<file path="src/rtl/cpu_pkg.sv">
// Shared CPU definitions: RISC-V funct3 branch-condition encodings and the
// writeback result-source select values used by the pipeline stages.
package cpu_pkg;

  typedef enum logic [2:0] {
    BR_EQ   = 3'b000,
    BR_NE   = 3'b001,
    BR_RSV2 = 3'b010,
    BR_RSV3 = 3'b011,
    BR_LT   = 3'b100,
    BR_GE   = 3'b101,
    BR_LTU  = 3'b110,
    BR_GEU  = 3'b111
  } branch_cond_e;

  typedef enum logic [1:0] {
    RES_ALU = 2'b00,
    RES_MEM = 2'b01,
    RES_PC4 = 2'b10,
    RES_IMM = 2'b11
  } result_src_e;

endpackage

</file>
<file path="src/rtl/branch_cond_eval.sv">
// Combinational branch condition evaluation from the ALU status flags of A-B.
// The carry flag means "borrow", i.e. it is set when A < B unsigned.
module branch_cond_eval
  import cpu_pkg::*;
(
  input  logic       neg_flag,
  input  logic       zero_flag,
  input  logic       carry_flag,
  input  logic       v_flag,
  input  logic [2:0] branch_cond,
  output logic       cond_met
);

  always_comb begin
    cond_met = 1'b0;
    unique case (branch_cond_e'(branch_cond))
      BR_EQ:   cond_met = zero_flag;
      BR_NE:   cond_met = ~zero_flag;
      BR_LT:   cond_met = neg_flag ^ v_flag;
      BR_GE:   cond_met = ~(neg_flag ^ v_flag);
      BR_LTU:  cond_met = carry_flag;
      BR_GEU:  cond_met = ~carry_flag;
      default: cond_met = 1'b0;
    endcase
  end

endmodule

</file>
<file path="src/rtl/ex_mem_stage.sv">
// EX/MEM pipeline register with branch resolution and control-flow redirect.
// Optional performance counters are enabled by defining EX_MEM_PERF_CNT_EN.
module ex_mem_stage
  import cpu_pkg::*;
#(
  parameter int WIDTH = 32
) (
  input  logic             clk_i,
  input  logic             reset_i,
  input  logic             stall_i,
  input  logic             flush_i,
  input  logic             valid_i,
  input  logic [WIDTH-1:0] alu_result_i,
  input  logic [WIDTH-1:0] write_data_i,
  input  logic [WIDTH-1:0] pc_target_i,
  input  logic             neg_flag_i,
  input  logic             zero_flag_i,
  input  logic             carry_flag_i,
  input  logic             v_flag_i,
  input  logic             branch_i,
  input  logic             jump_i,
  input  logic [2:0]       branch_cond_i,
  input  logic [4:0]       rd_i,
  input  logic             reg_write_i,
  input  logic             mem_write_i,
  input  logic [1:0]       result_src_i,
`ifdef EX_MEM_PERF_CNT_EN
  output logic [31:0]      taken_cnt_o,
  output logic [31:0]      bubble_cnt_o,
`endif
  output logic             valid_o,
  output logic [WIDTH-1:0] alu_result_o,
  output logic [WIDTH-1:0] write_data_o,
  output logic [4:0]       rd_o,
  output logic             reg_write_o,
  output logic             mem_write_o,
  output logic [1:0]       result_src_o,
  output logic             redirect_o,
  output logic [WIDTH-1:0] redirect_target_o
);

  logic cond_met;
  logic taken;
  logic load;

  branch_cond_eval u_branch_cond_eval (
    .neg_flag    (neg_flag_i),
    .zero_flag   (zero_flag_i),
    .carry_flag  (carry_flag_i),
    .v_flag      (v_flag_i),
    .branch_cond (branch_cond_i),
    .cond_met    (cond_met)
  );

  assign taken = valid_i & (jump_i | (branch_i & cond_met));
  assign load  = ~flush_i & ~stall_i;

  // Flush only squashes the control bits; data fields keep their old values.
  always_ff @(posedge clk_i) begin
    if (reset_i) begin
      valid_o           <= 1'b0;
      alu_result_o      <= '0;
      write_data_o      <= '0;
      rd_o              <= '0;
      reg_write_o       <= 1'b0;
      mem_write_o       <= 1'b0;
      result_src_o      <= RES_ALU;
      redirect_o        <= 1'b0;
      redirect_target_o <= '0;
    end else if (flush_i) begin
      valid_o     <= 1'b0;
      reg_write_o <= 1'b0;
      mem_write_o <= 1'b0;
      redirect_o  <= 1'b0;
    end else if (load) begin
      valid_o           <= valid_i;
      alu_result_o      <= alu_result_i;
      write_data_o      <= write_data_i;
      rd_o              <= rd_i;
      reg_write_o       <= valid_i & reg_write_i;
      mem_write_o       <= valid_i & mem_write_i;
      result_src_o      <= result_src_i;
      redirect_o        <= taken;
      redirect_target_o <= pc_target_i;
    end
  end

`ifdef EX_MEM_PERF_CNT_EN
  // A bubble is either an invalid slot loaded or a slot squashed by flush.
  always_ff @(posedge clk_i) begin
    if (reset_i) begin
      taken_cnt_o  <= '0;
      bubble_cnt_o <= '0;
    end else if (flush_i) begin
      bubble_cnt_o <= bubble_cnt_o + 32'd1;
    end else if (load) begin
      if (taken) begin
        taken_cnt_o <= taken_cnt_o + 32'd1;
      end
      if (!valid_i) begin
        bubble_cnt_o <= bubble_cnt_o + 32'd1;
      end
    end
  end
`endif

endmodule

</file>
<file path="config.mk">
export PLATFORM = sky130hd
export DESIGN_NAME = ex_mem_stage
export DESIGN_NICKNAME = d
export VERILOG_FILES = /design/src/rtl/cpu_pkg.sv /design/src/rtl/branch_cond_eval.sv /design/src/rtl/ex_mem_stage.sv
export SDC_FILE = /design/constraint.sdc
export NUM_CORES = 1
export LEC_CHECK = 0
export CAP_MARGIN = 5
export CELL_PAD_IN_SITES_DETAIL_PLACEMENT = 1
export CELL_PAD_IN_SITES_GLOBAL_PLACEMENT = 2
export CORE_UTILIZATION = 22
export CTS_CLUSTER_DIAMETER = 50
export DETAILED_ROUTE_END_ITERATION = 6
export GPL_TIMING_DRIVEN = 0
export PLACE_DENSITY_LB_ADDON = 0.2
export SLEW_MARGIN = 20
export SYNTH_ARGS = -nofsm -noshare
export SYNTH_HDL_FRONTEND = slang
export SYNTH_HIERARCHICAL = 1
export SYNTH_SLANG_ARGS = --single-unit
</file>
<file path="constraint.sdc">
create_clock -name clk_i -period 1.93 [get_ports clk_i]
set_input_delay 0.386 -clock clk_i [delete_from_list [all_inputs] [get_ports clk_i]]
set_output_delay 0.386 -clock clk_i [all_outputs]
set_load 0.02 [all_outputs]
</file>
==> out/summary.txt, run 1 <==
Status = complete, no violations
Combinational power share = 0.184
Family with the most delay on the worst path = buffers and inverters
Worst Path Arrival = 1350 ps
Number of global-route vias before repair = 4943
Cell variety after synth = 26
# DRC = 0
Fmax = 576.3 MHz
Worst reg2reg startpoint = redirect_target_o[10]$_SDFFE_PP0P_
DR WL/cell = 17.62 µm
CP peak stage delay = 620 ps
Fin. max-slew vios = 0
Mux share of post-synthesis cell area = 0.002222
Core ar. = 0.01978 mm²
Worst-path clk slew = 70 ps
Pre-antenna DRT Iters = 4
Gr usage total = 0.1665
DP Area = 0.007058 mm²
Largest cells by area after synthesis = dfxtp_1 (48%), or3b_1 (20%), a21oi_1 (12%)
Leakage power = 2.488 nW
Avg Inst Size Synth = 9.063 µm²
Final Hold Fails = 0
Setup bufs post-CTS = 0
Placer Congestion = 0.7761
Die area = 0.02105 mm²
Die W = 145.1 µm
Syn Nets = 616
Seq/Total Area, Yosys = 0.4756
Worst R2R Setup Slack = 1220 ps
Yosys reg bits = 107
CTS tree = done
Setup violators final = 0
Worst slew pin tran = 663.0 ps
Clock buffer count from CTS = 9
Clock Power Share = 0.369
CP Class = flop to output port
Ys Warns = 6
Top cell type's share of synthesized area = 0.4756
Worst hold path class = primary input to flop
I/O pins = 226
Initial drt markers = 119
Switching Fraction = 0.2662
Share of layout cells above drive strength 1 = 0.04762
NumNets Final = 849
Setup TNS = 0 ps
Initial antenna violation count = 2
Synth Instances = 497
Worst r2r dst = redirect_target_o[10]$_SDFFE_PP0P_
Area Growth Syn to Fin = 63.53%
Critical Path End Type = output port
WHS Path Cells = 3
Mapped Area = 0.004504 mm²
Switching power = 1.404 mW
Overall die height = 145.1 µm
Slew headroom = 0.5580
Largest family of logic cells by synthesized area = compound AO/OA/AOI/OAI gates
Pwr/cell area = 716.1 mW/mm²
CP required = 1540 ps
First-pass GRT wire length = 27540 µm
Final ANT Viol Nets = 0
Sequential power share = 0.447
Cts hold-fix bufs = 0
Reg2Reg Depth = 2
Post-DP HPWL = 13270 µm
Largest net degree at the start of global routing = 18
Worst path bufs/invs = 1
Port bufs = 222
Hold slack final = 428.3 ps
Complex-gate fraction of the synthesized area = 0.2361
Unrepaired setup endpoints after global routing = false
Vias = 4649
Worst hold start = reset_i
Skew final = 0 ps
Vias per cell = 4.640
Post-synthesis simple-gate area fraction = 0.2225
Clock latency on the worst-skew pair = 360 ps
CTS H-Tree Depth = 3
CTS-repair resized insts = 0
Cell internal pwr = 3.870 mW
Std-Cell Rows = 51
Fraction of the mapped netlist area in adder cells = 0
Fin crit period = 1735 ps
Clk sinks = 107
Tcrit/Tclk final = 0.8991
XOR/XNOR share of the synthesized area = 0.003889
Final WL = 17660 µm
Worst path cell trace = clkdlybuf4s50_1
Slowest CP cell = clkdlybuf4s50_1
Global route total overflow = 0
Crit path max fanout = 2
Filler cells = 2291
Element type at the critical path start = flop
Maxcap violations = 0
Maximum vdd drop = 0.5247 mV
Root Driver = clkbuf_16
Hold EP = redirect_o$_SDFFE_PP0P_
Initial core utilization = 0.2277
Non-Filler Cell Area, Final = 0.007366 mm²
CTS Buffer Depth = 2
Cell accounting for the most synthesized area = dfxtp_1
[synthesized netlist by cell type]
cell type / count
buf_1: 1
or2b_2: 1
clkbuf_1: 41
buf_6: 3
nor3_1: 1
nand2_1: 4
and4b_1: 1
a21oi_1: 107
or4b_4: 1
or3b_1: 103
nor4b_1: 1
o22ai_2: 1
or2_2: 1
nand2b_1: 1
buf_4: 1
clkbuf_2: 3
mux2i_1: 1
nand3b_1: 2
buf_2: 8
o21ai_1: 16
or4_1: 1
dfxtp_1: 107
nor2_1: 1
o21ai_0: 87
xnor2_1: 2
buf_8: 1
[through the flow]
| stage | utilization | setup slack (ps) | std cells | total power [mW] |
|---|---|---|---|---|
| global placement | 0.3568 | -108.9 | 984 | 3.366 |
| CTS | 0.3721 | 171.6 | 1000 | 5.365 |
| global route | 0.3724 | 142.3 | 1002 | 5.523 |
| finish | 0.3724 | 194.7 | 1002 | 5.274 |
| detailed placement | 0.3568 | -166.6 | 984 | 3.393 |
| floorplan | - | 412.7 | 497 | 2.822 |
[power groups by stage]
stage | Clock (mW) | Combinational [mW] | Sequential (mW)
floorplan | 0 | 0.299 | 2.52
global placement | 0 | 0.957 | 2.41
finish | 1.94 | 0.971 | 2.36
CTS | 2.02 | 0.986 | 2.36
detailed placement | 0 | 0.982 | 2.41
global route | 2.11 | 1.04 | 2.37
[cells by family (layout without fill, tap and decap cells)]
kind of cell	after synthesis	in the layout
xor+xnor	2	2
flops	107	107
compound gates	211	211
simple gates	118	118
buf+inv	58	296
other cells	0	2
mux	1	1
[routing by layer]
metal,wire (µm),share of wire,GRT usage,vias up
met5,0,0,0,-
met4,311,0.018,0.04947,0
met3,1147,0.065,0.05597,18
met2,8347,0.47,0.2750,156
met1,7848,0.44,0.2038,2214
li1,-,-,-,2261
[layout make-up]
| cell class | count | area [µm²] | area share |
|---|---|---|---|
| clock buffer | 11 | 242.7 | 0.03295 |
| timing repair buffer | 222 | 2222 | 0.3017 |
| multi-input combinational | 332 | 2093 | 0.2842 |
| antenna | 2 | 5.005 | 0.0006795 |
| tap | 265 | 331.6 | 0.04501 |
| sequential | 107 | 2142 | 0.2908 |
| clock inverter | 5 | 60.06 | 0.008154 |
| buffer | 58 | 269.0 | 0.03652 |
[sequential cells by signal, summed over array words and instances, names as in the netlist]
register and cells:
write_data_o 32, reg_write_o 1, redirect_target_o 32, mem_write_o 1
alu_result_o 32, valid_o 1, rd_o 5, redirect_o 1
result_src_o 2
[worst max-delay path by stage]
stage	start	endpoint	slack, ps	cells after the start
6_report	redirect_target_o[10]$_SDFFE_PP0P_	redirect_target_o[10]	190	1
3_5_place_dp	neg_flag_i	redirect_o$_SDFFE_PP0P_	-170	6
2_1_floorplan	neg_flag_i	redirect_o$_SDFFE_PP0P_	410	5
3_3_place_gp	v_flag_i	redirect_o$_SDFFE_PP0P_	-110	6
5_1_grt	alu_result_o[24]$_SDFFE_PP0P_	alu_result_o[24]	140	1
4_1_cts	alu_result_o[28]$_SDFFE_PP0P_	alu_result_o[28]	170	1
[cells in the final DEF (no fill, tap or decap)]
master,n
buf_1,1
nand2b_1,1
nand3b_1,2
bufinv_16,1
or3b_1,103
nor3_1,1
nor2_1,1
buf_2,8
mux2i_1,1
clkbuf_2,3
diode_2,2
xnor2_1,2
nor4b_1,1
clkinv_2,1
clkinvlp_4,1
or4_1,1
clkbuf_1,42
inv_6,2
nand2_1,4
dfxtp_1,107
buf_6,3
buf_8,1
or2_2,1
or2b_2,1
clkbuf_16,9
clkbuf_8,1
o21ai_0,87
o21ai_1,16
or4b_4,1
a21oi_1,107
o22ai_2,1
clkdlybuf4s50_1,222
buf_4,1
and4b_1,1
Power figures use the tool's default switching activity.
==> run 2, diff against run 1 <==
--- a/config.mk
+++ b/config.mk
@@ -5,7 +5,7 @@
 export SDC_FILE = /design/constraint.sdc
 export NUM_CORES = 1
 export LEC_CHECK = 0
-export CAP_MARGIN = 5
+export CAP_MARGIN = 20
 export CELL_PAD_IN_SITES_DETAIL_PLACEMENT = 1
 export CELL_PAD_IN_SITES_GLOBAL_PLACEMENT = 2
 export CORE_UTILIZATION = 22
==> results of run 2 <==
Same layout as run 1: the final DEF is identical, and so are final timing and power.
